[config.mk]
export PLATFORM = sky130hd
export DESIGN_NAME = ctrl_reg_writer
export DESIGN_NICKNAME = d
export VERILOG_FILES = /design/src/rtl/ctrl_reg_writer.sv
export SDC_FILE = /design/constraint.sdc
export NUM_CORES = 1
export LEC_CHECK = 0
export BUFFER_PORTS_ARGS = -buffer_cell sky130_fd_sc_hd__buf_2
export CORE_MARGIN = 2
export CORE_UTILIZATION = 50
export CTS_CLUSTER_SIZE = 10
export DETAILED_ROUTE_END_ITERATION = 16
export GPL_TIMING_DRIVEN = 0
export PLACE_DENSITY_LB_ADDON = 0.15
export SLEW_MARGIN = 20
export SYNTH_ARGS = -nofsm -noshare
export SYNTH_HDL_FRONTEND = slang
export SYNTH_SLANG_ARGS = --single-unit
[constraint.sdc]
create_clock -name sclk -period 6.97 [get_ports sclk]
set_clock_uncertainty 0.1 [all_clocks]
set_input_delay 0.3485 -clock sclk [delete_from_list [all_inputs] [get_ports sclk]]
set_output_delay 0.3485 -clock sclk [all_outputs]
set_load 0.01 [all_outputs]
[src/rtl/ctrl_reg_writer.sv]
// Command FIFO plus LO/HI/GAP sequencer that splits each 32-bit payload into two 16-bit words.
// Optional shadow register file is compiled in with `define CTRL_WRITER_SHADOW_EN.
module ctrl_reg_writer #(
    parameter int DEPTH_LOG2 = 2
) (
    input  logic        sclk,
    input  logic        rst,
    input  logic        cmd_valid,
    input  logic [1:0]  cmd_wa,
    input  logic [31:0] cmd_data,
    output logic        cmd_ready,
    output logic        wen,
    output logic [1:0]  wa,
    output logic [15:0] di,
    output logic        busy
`ifdef CTRL_WRITER_SHADOW_EN
    ,
    input  logic [1:0]  rd_wa,
    output logic [31:0] rd_data
`endif
);

    localparam int                    DEPTH     = 1 << DEPTH_LOG2;
    localparam logic [DEPTH_LOG2:0]   FULL_C    = DEPTH[DEPTH_LOG2:0];
    localparam logic [DEPTH_LOG2:0]   ZERO_C    = (DEPTH_LOG2 + 1)'(1'b0);
    localparam logic [DEPTH_LOG2:0]   CNT_ONE_C = (DEPTH_LOG2 + 1)'(1'b1);
    localparam logic [DEPTH_LOG2-1:0] PTR_ONE_C = DEPTH_LOG2'(1'b1);

    typedef enum logic [1:0] {
        ST_IDLE = 2'd0,
        ST_LO   = 2'd1,
        ST_HI   = 2'd2,
        ST_GAP  = 2'd3
    } state_t;

    state_t                state_r;
    state_t                state_s;
    logic [33:0]           mem_r [DEPTH];
    logic [DEPTH_LOG2-1:0] wr_ptr_r;
    logic [DEPTH_LOG2-1:0] rd_ptr_r;
    logic [DEPTH_LOG2:0]   count_r;
    logic [DEPTH_LOG2:0]   count_s;
    logic                  empty_s;
    logic                  full_s;
    logic                  push_s;
    logic                  pop_s;
    logic [33:0]           head_s;
    logic                  wen_r;
    logic [1:0]            wa_r;
    logic [15:0]           di_r;
    logic [15:0]           hi_r;
    logic                  busy_r;

    assign empty_s   = (count_r == ZERO_C);
    assign full_s    = (count_r == FULL_C);
    // Ready looks only at the stored count, so a same-cycle pop never frees a slot early.
    assign cmd_ready = ~rst & ~full_s;
    assign push_s    = cmd_valid & cmd_ready;
    assign head_s    = mem_r[rd_ptr_r];

    assign wen  = wen_r;
    assign wa   = wa_r;
    assign di   = di_r;
    assign busy = busy_r;

    // Next-state logic; a pop happens only when leaving IDLE or GAP towards LO.
    always_comb begin
        state_s = state_r;
        pop_s   = 1'b0;
        case (state_r)
            ST_IDLE: begin
                if (!empty_s) begin
                    state_s = ST_LO;
                    pop_s   = 1'b1;
                end else begin
                    state_s = ST_IDLE;
                end
            end
            ST_LO:   state_s = ST_HI;
            ST_HI:   state_s = ST_GAP;
            ST_GAP: begin
                if (!empty_s) begin
                    state_s = ST_LO;
                    pop_s   = 1'b1;
                end else begin
                    state_s = ST_IDLE;
                end
            end
            default: state_s = ST_IDLE;
        endcase
    end

    // FIFO occupancy after this edge's push/pop.
    always_comb begin
        count_s = count_r;
        case ({push_s, pop_s})
            2'b10:   count_s = count_r + CNT_ONE_C;
            2'b01:   count_s = count_r - CNT_ONE_C;
            default: count_s = count_r;
        endcase
    end

    // FIFO storage; no reset needed since occupancy is tracked by count_r.
    always_ff @(negedge sclk) begin
        if (push_s) begin
            mem_r[wr_ptr_r] <= {cmd_wa, cmd_data};
        end
    end

    // Sequencer, FIFO pointers and registered write-port outputs.
    always_ff @(negedge sclk) begin
        if (rst) begin
            state_r  <= ST_IDLE;
            count_r  <= ZERO_C;
            wr_ptr_r <= DEPTH_LOG2'(1'b0);
            rd_ptr_r <= DEPTH_LOG2'(1'b0);
            wen_r    <= 1'b0;
            wa_r     <= 2'd0;
            di_r     <= 16'h0000;
            hi_r     <= 16'h0000;
            busy_r   <= 1'b0;
        end else begin
            state_r <= state_s;
            count_r <= count_s;
            busy_r  <= (count_s != ZERO_C) | (state_s != ST_IDLE);
            if (push_s) begin
                wr_ptr_r <= wr_ptr_r + PTR_ONE_C;
            end
            if (pop_s) begin
                rd_ptr_r <= rd_ptr_r + PTR_ONE_C;
                wen_r    <= 1'b1;
                wa_r     <= head_s[33:32];
                di_r     <= head_s[15:0];
                hi_r     <= head_s[31:16];
            end else if (state_r == ST_LO) begin
                wen_r <= 1'b0;
                di_r  <= hi_r;
            end else begin
                wen_r <= 1'b0;
            end
        end
    end

`ifdef CTRL_WRITER_SHADOW_EN
    logic [15:0] lo_r;
    logic [31:0] shadow_r [4];

    // Shadow copy is committed on the HI->GAP edge, so an aborted sequence never lands.
    always_ff @(negedge sclk) begin
        if (rst) begin
            lo_r        <= 16'h0000;
            shadow_r[0] <= 32'h0000_0000;
            shadow_r[1] <= 32'h0000_0000;
            shadow_r[2] <= 32'h0000_00ff;
            shadow_r[3] <= 32'h0000_0000;
        end else begin
            if (pop_s) begin
                lo_r <= head_s[15:0];
            end
            if (state_r == ST_HI) begin
                shadow_r[wa_r] <= {hi_r, lo_r};
            end
        end
    end

    assign rd_data = shadow_r[rd_wa];
`endif

endmodule

[Word-level counts from Yosys, hierarchy flattened]
Memory sizes are Yosys's and may differ from the RTL's. A register that Yosys moved wholly into a read port is not among the register bits.
Index checks and enable logic that the tools add are counted.
Operators by class
  $add $sub $neg: 4
  equal/unequal tests: 6
  muxes and demuxes: 12
  bitwise gates (word level): 5
  reduce and logical (&&, ||, !) cells: 6
Operators with widths (count)
  2-to-1 mux 16 bit: 2
  equality test 2 bit, second input constant: 3
  2-to-1 mux 1 bit: 6
  one-hot mux 2 bit (3 select lines): 1
  one-hot mux 3 bit (2 select lines): 1
  adder 2 x 1 -> 2 bit, second input constant: 2
  equality test 2 x 1 -> 1 bit, second input constant: 2
  2-to-1 mux 2 bit: 2
  nonzero test 2 bit: 2
  adder 3 x 1 -> 3 bit, second input constant: 1
  equality test 3 bit, second input constant: 1
  logical NOT 3 bit: 1
  nonzero test 3 bit: 1
  subtractor 3 x 1 -> 3 bit, second input constant: 1
  AND 1 bit: 2
  logical NOT 2 bit: 1
  inverter 1 bit: 2
  OR reduction 2 bit: 1
  bitwise OR 1 bit: 1
Storage, ports and cells
  register bits: 45
  memory bits (writable): 136
  bits of input ports: 37
  output and inout bits: 21
  word-level logic and storage cells: 43
  memories kept: 1
Memory list
  mem_r: depth 4, bits a word 34, read ports 1, clocked after memory_dff 1, wr ports 1, line 38  | logic [33:0] mem_r [DEPTH];

[Logic depth before layout (Yosys ltp)]
Gate-level depths: netlist of run 1.
  word-level depth: 8
  depth in mapped cells: 11
  depth with buffers taken out: 10

==> metrics.md, run 1 <==
| Metric | Value |
|---|---|
| CTS clock-pin slew for the worst setup and hold paths | `40 ps` |
| Global route total overflow | `0` |
| CTS tree | `done` |
| Setup tns final | `0 ps` |
| Flop pwr share | `0.367` |
| R2R Path End | `busy` |
| WS Path Type | `reg -> out` |
| Clock Sinks | `183` |
| Core area | `13900 µm²` |
| Reg2reg path depth | `11` |
| Met2 Use GR | `0.288` |
| Clock Latency Late Sink | `460 ps` |
| Reg area | `5020 µm²` |
| Starting Density | `0.511` |
| Post-place setup slack | `1150 ps` |
| Worst Hold Class | `reg -> reg` |
| GRT Overall Usage | `0.198` |
| DIE HEIGHT | `123 µm` |
| #FFs+latches synth | `about 180` |
| Relative slew slack | `0.636` |
| DR vias/cell | `5.04` |
| Sw Ratio | `0.342` |
| GP Congestion | `0.761` |
| Setup-failing EPs final | `0` |
| Max VDD drop | `approximately 0.00020 V` |
| Worst endpoint data arrival time | `5060 ps` |
| Routed wire length per instance | `roughly 16 µm` |
| Distinct cells, synth | `36` |
| HPWL Detailed | `8520 µm` |
| Share of cells above drive strength 1 | `0.239` |
| Max H-tree Level | `4` |
| CTS resizes | `0` |
| Total chip power | `3.82 mW` |
| Rows | `43` |
| Critical path fanouts, max | `4` |
| Slew @ Worst Pin | `547 ps` |
| Crit. Startpoint | `count_r[2]` |
| Worst Setup EP | `cmd_ready` |
| Post-DRT Antenna Nets | `0` |
| Most frequent cells in the layout | `inv_1, edfxtp_1, buf_2` |
| Pre-antenna DRT Iters | `4` |
| Cell count after synthesis | `around 400` |
| Post-CTS Setup Inserts | `0` |
| Nature of the critical path startpoint | `register` |
| Vias in the first global route | `4656` |
| Clk pwr share | `0.367` |
| Number of diodes | `0` |
| Min-Delay Path Depth | `2` |
| First-pass GRT wire length | `21800 µm` |
| Top Usage Layer GRT | `met2` |
| Final Hold Fails | `0` |
| Die width | `123 µm` |
| Footprint of the multi-input gates | `1810 µm²` |
| CTS max path bufs | `2` |
| Syn nets | `444` |
| Via Count | `4297` |
| Fin. max-slew vios | `0` |
| Ports | `58` |
| Largest net degree at the start of global routing | `21` |
| Root Driver | `clkbuf_16` |
| Status | `finished, final reports clean` |
| Final WS setup | `1460 ps` |
| Die ar. | `between 15000 and 20000 µm²` |
| PD cells | `425 nW/µm²` |
| Mean post-synth cell area | `roughly 18 µm²` |
| Slowest cell on crit path | `nor3b_1` |
| Maxcap violations | `0` |
| Ys Warns | `0` |
| Mapped Area | `7100 µm²` |
| NumNets Final | `706` |
| Routing usage on met3 | `0.0973` |
| Synth-to-Final Area Change | `26.9%` |
| R2R setup slack | `4100 ps` |
| Initial antenna violation count | `0` |
| Internal cell power | `2.51 mW` |
| Initial DRC count | `between 200 and 300` |
| RSZ-0062 raised after global routing | `false` |
| Pleak | `a little under 4 nW` |
| Most common cell after layout, fill and taps aside | `inv_1` |
| Most common flop cell mapped by yosys | `edfxtp_1` |
| Drt total wl | `13900 µm` |
| # DRC | `0` |
| Sequential element share of the synthesized area | `0.708` |
| RR Startpoint | `state_r[0]` |
| Buffers on Ports | `57` |
| Worst-path cell chain | `nor3b_1 -> nor2_1 -> buf_2` |
| Gate power share | `0.266` |
| Switch Pwr | `about 1.3 mW` |
| # fillers | `roughly 1100` |
| M1 GR Usage | `0.240` |
| Async SR Flop Fraction | `0` |
| EDFF count, synth | `~140` |
| CTS Buf Count | `17` |
| Setup crit end kind | `primary output` |
| Hold Buf Count CTS | `0` |
| Crit-path max cell delay | `460 ps` |
| Critical Path RT | `6520 ps` |
-- logic make-up after synthesis --
| kind of cell | synth area share |
|---|---|
| XOR/XNOR | 0.00476 |
| AND/OR/NAND/NOR | 0.0441 |
| AO/OA/AOI/OAI | 0.0511 |
| buffers and inverters | 0.0377 |
| flip-flops | 0.708 |
| multiplexers | 0.137 |
| adder cells (fa/ha/maj) | 0.0169 |
-- flip-flops by register name (all words and copies together), names as in the netlist, named ones only --
signal and count:
di 16, hi_r 16, wa 2, wr_ptr_r 2
rd_ptr_r 2, busy 1, mem_r 136, state_r 2
wen 1, count_r 3
-- area by class of cell --
type | instances | area share
sequential | 183 | 0.558
tap | 180 | 0.0250
inverter | 11 | 0.00459
multi-input combinational | 181 | 0.201
clock inverter | 198 | 0.0980
buffer | 22 | 0.0247
timing repair buffer | 61 | 0.0414
clock buffer | 17 | 0.0472
-- per-stage QoR --
step | cell area (µm²) | instances | util | hold WS, ps
2_1_floorplan | 7100 | 398 | - | 336
3_3_place_gp | 7610 | 635 | 0.548 | 343
3_5_place_dp | 7700 | 639 | 0.555 | 348
4_1_cts | 9000 | 853 | 0.649 | 353
5_1_grt | 9000 | 853 | 0.649 | 370
6_report | 9000 | 853 | 0.649 | 354
-- power by group through the flow --
stage / Sequential, mW / Combinational, mW / Clock [mW]
after floorplan: 1.42 / 0.732 / 0.157
after global placement: 1.41 / 0.997 / 0.157
after detailed placement: 1.42 / 1.02 / 0.157
after CTS: 1.40 / 1.03 / 1.45
after global routing: 1.42 / 1.11 / 1.57
final: 1.40 / 1.02 / 1.40
-- synth_stat cells (2+ instances only) --
cell	number	area, µm²
mux2i_1	16	160
a211oi_1	2	15.0
a211oi_2	14	175
edfxtp_1	136	4080
mux4_1	10	263
nand2_1	36	135
clkbuf_1	3	11.3
dfxtp_1	47	941
ha_1	8	100
nor2_1	26	97.6
a21oi_1	22	110
clkbuf_8	5	68.8
xor2_1	2	17.5
inv_1	11	41.3
buf_6	10	113
buf_2	3	15.0
mux4_2	24	541
and2_1	4	25.0
o21ai_0	2	10.0
-- layer usage --
metal  wire, µm  vias up
met5          0        -
met3        948        8
met1       5890     2119
met4         80        0
met2       7020      114
li1           -     2056
-- critical path, delay by kind of cell, from the launching register on --
kind / cells / cell delay [ps]
buffers and inverters: 1 / 160
and+or+nand+nor: 2 / 540
DFF: 1 / 420
-- worst min path at each step --
stage	slack [ps]	to	startpoint
finish	350	hi_r[9]	hi_r[9]
global route	370	hi_r[9]	hi_r[9]
CTS	350	hi_r[13]	hi_r[13]
detailed placement	350	hi_r[13]	hi_r[13]
global placement	340	hi_r[14]	hi_r[14]
floorplan	340	hi_r[0]	hi_r[0]
Note: power is estimated with default switching activity, not from simulation.
==> run 2: changes to the inputs <==
--- a/config.mk
+++ b/config.mk
@@ -5,6 +5,7 @@
 export SDC_FILE = /design/constraint.sdc
 export NUM_CORES = 1
 export LEC_CHECK = 0
+export ABC_AREA = 1
 export BUFFER_PORTS_ARGS = -buffer_cell sky130_fd_sc_hd__buf_2
 export CORE_MARGIN = 2
 export CORE_UTILIZATION = 50
==> constraint.sdc (replaced) <==
create_clock -name sclk -period 5.25 [get_ports sclk]
set_clock_uncertainty 0.1 [all_clocks]
set_input_delay 0.2625 -clock sclk [delete_from_list [all_inputs] [get_ports sclk]]
set_output_delay 0.2625 -clock sclk [all_outputs]
set_load 0.01 [all_outputs]
==> run 2 against run 1 <==
Effect of this change: combinational power is 33% higher; clock-buffer cell count stayed put; via count is 39% higher; core utilization is 0.14 points lower; register-to-register slack worse by 1400 ps; sequential share of layout area is 2.4 points lower; sequential cell count stayed put; synthesized area is 5.0% higher; hold slack worse by 8.9 ps; synthesized cell count is 79% higher; die area is 4.8% higher; cell area is 4.5% higher.
==> metrics.md, run 2 <==
| Metric | Value |
|---|---|
| Status | `finished, final reports clean` |
| Rows | `44` |
| Worst endpoint data arrival time | `2110 ps` |
| Buffers on Ports | `57` |
| Clock Sinks | `183` |
| HPWL Detailed | `11500 µm` |
| Crit-path max cell delay | `about 420 ps` |
| Setup-failing EPs final | `0` |
| Top cell family by delay on the critical path | `adder cells` |
| Mean post-synth cell area | `around 10 µm²` |
| # fillers | `1183` |
| Max H-tree Level | `4` |
| Final WS setup | `820 ps` |
| Design area | `9410 µm²` |
| DR WL met3 | `about 1100 µm` |
| NumNets Final | `1020` |
| Ys Warns | `0` |
| Leading area contributor after synthesis | `edfxtp_1` |
| Hold_ws | `345 ps` |
| First-pass GRT wire length | `28700 µm` |
| DIE HEIGHT | `between 100 and 150 µm` |
| Number of diodes | `0` |
| Slew @ Worst Pin | `roughly 700 ps` |
| Most frequent cells in the layout | `inv_1, nand2_1, edfxtp_1` |
| Most common cell after layout, fill and taps aside | `inv_1` |
| Die width | `126 µm` |
| CTS clock-pin slew for the worst setup and hold paths | `60 ps` |
| Critical Path RT | `2930 ps` |
| Max VDD drop | `around 0.00026 V` |
| GP Congestion | `roughly 0.79` |
| Initial antenna violation count | `0` |
| Starting Density | `0.513` |
| Worst-path cell chain | `buf_2 -> inv_1 -> nand3_2 -> ha_1 -> inv_1 -> fa_1 -> nand2_1 -> o21ai_0 -> nand3_1 -> nand2_1 -> nand3_1` |
| Synth top area cells | `edfxtp_1, dfxtp_1, nand2_1, nand3_1, inv_1` |
| # DRC | `0` |
| Distinct cells, synth | `23` |
| GRT Overall Usage | `0.237` |
| Pre-antenna DRT Iters | `5` |
| Synth-to-Final Area Change | `26.3%` |
| CTS resizes | `0` |
| Vias in the first global route | `6277` |
| Cell count after synthesis | `712` |
| Synth top cells by count | `nand2_1, edfxtp_1, inv_1` |
| Syn nets | `758` |
| Setup crit end kind | `register` |
| Largest net degree at the start of global routing | `22` |
| Routed wire length per instance | `roughly 16 µm` |
| Critical path buffers and inverters | `3` |
| #FFs+latches synth | `183` |
| Setup tns final | `0 ps` |
| Maxcap violations | `0` |
| WS Path Type | `in -> reg` |
| CTS tree | `done` |
| WL met1 | `between 7000 and 8000 µm` |
| Global route total overflow | `0` |
| Finished Layout Cells | `between 1000 and 1500` |
| Nature of the critical path startpoint | `input pin` |
| Root Driver | `clkbuf_16` |
| Clock Latency Late Sink | `roughly 500 ps` |
| Share of cells above drive strength 1 | `0.136` |
| Max FFs per register | `136` |
| Final Hold Fails | `0` |
| Critical path fanouts, max | `9` |
| Mapped Area | `7450 µm²` |
| Largest reg by FF count | `mem_r` |
| Post-DRT Antenna Nets | `0` |
| Top Metal Used | `met4` |
| Share of the synthesized area in the top cell type | `0.548` |
| Dpl cell area | `8080 µm²` |
| Core area | `14500 µm²` |
| CTS max path bufs | `2` |
| EDFF count, synth | `~140` |
| WL met2 | `9300 µm` |
| Fin. max-slew vios | `0` |
| CTS Buf Count | `17` |
| Hold Buf Count CTS | `0` |
| Pleak | `4.77 nW` |
| Cell with the most instances after synthesis | `nand2_1` |
| Most common flop cell mapped by yosys | `edfxtp_1` |
| Die ar. | `15900 µm²` |
| Async SR Flop Fraction | `0` |
| DR vias/cell | `5.09` |
| Sequential element share of the synthesized area | `0.675` |
| Relative slew slack | `0.531` |
| Via Count | `5966` |
| Slowest cell on crit path | `fa_1` |
| Post-place setup slack | `~360 ps` |
| Initial DRC count | `400` |
| Worst Hold Class | `reg -> reg` |
| Drt total wl | `18300 µm` |
| PD cells | `between 500 and 600 nW/µm²` |
| Placed Cells | `957` |
| Ports | `58` |
| RSZ-0062 raised after global routing | `false` |
| Post-CTS Setup Inserts | `0` |
run 2: cell count changes after synthesis, sizes merged, moves of 16 or more:
cell and change:
nand2 +120, nand3 +101, inv +95, o21ai +40, mux4 -34, nor2 +25
o22ai +18, a21oi -17, a211oi -16, mux2i -16
run 2: final cells by class:
cell class,count,area (µm²),area share
Sequential cell,183,5020,0.534
Clock buffer,17,425,0.0452
Multi-Input combinational cell,384,1810,0.193
Tap cell,184,230,0.0245
Inverter,107,403,0.0428
Buffer,37,235,0.0250
Clock inverter,198,910,0.0967
Timing Repair Buffer,61,365,0.0388
run 2: worst reg2reg max path, cell delays in order, from the launching register on:
cell     delay, ps
dfxtp_1        360
inv_1           60
ha_1           330
nand2_2         90
inv_2           70
buf_6          140
buf_6          170
ha_1           180
inv_1           60
fa_1           390
nand2_1        100
nand3_1        120
nor2_1         100
nor2_1          50
nand2_1         90
nand3_1         70
run 2: power breakdown:
| group | switching (mW) | internal [mW] |
|---|---|---|
| logic | 0.896 | 0.465 |
| registers | 0.0724 | 1.72 |
| clock network | 0.915 | 1.03 |
run 2: cell families after synthesis:
group,Yosys count,share of synthesized area
simple gates,308,0.174
compound gates,66,0.0482
buf+inv,145,0.0862
fa+ha+maj,9,0.0161
flops,183,0.675
xor+xnor,1,0.00118
run 2: per-stage QoR:
stage | utilization | power (mW)
2_1_floorplan | - | 2.93
3_3_place_gp | 0.548 | 3.31
3_5_place_dp | 0.556 | 3.36
4_1_cts | 0.647 | 5.14
5_1_grt | 0.647 | 5.46
6_report | 0.647 | 5.10
run 2: final timing paths:
check	from	endpoint	slack (ps)	cells past startpoint
worst max register to register	state_r[0]	busy	2660	15
worst max-delay path	rst	busy	820	11
worst min-delay path	rd_ptr_r[1]	register	340	1
worst min register to register	rd_ptr_r[1]	register	340	1
run 2: per-layer routing:
layer,global-route usage,up-vias
li1,-,2871
met1,0.270,2880
met2,0.384,187
met3,0.0913,28
met4,0.135,0
met5,0,-
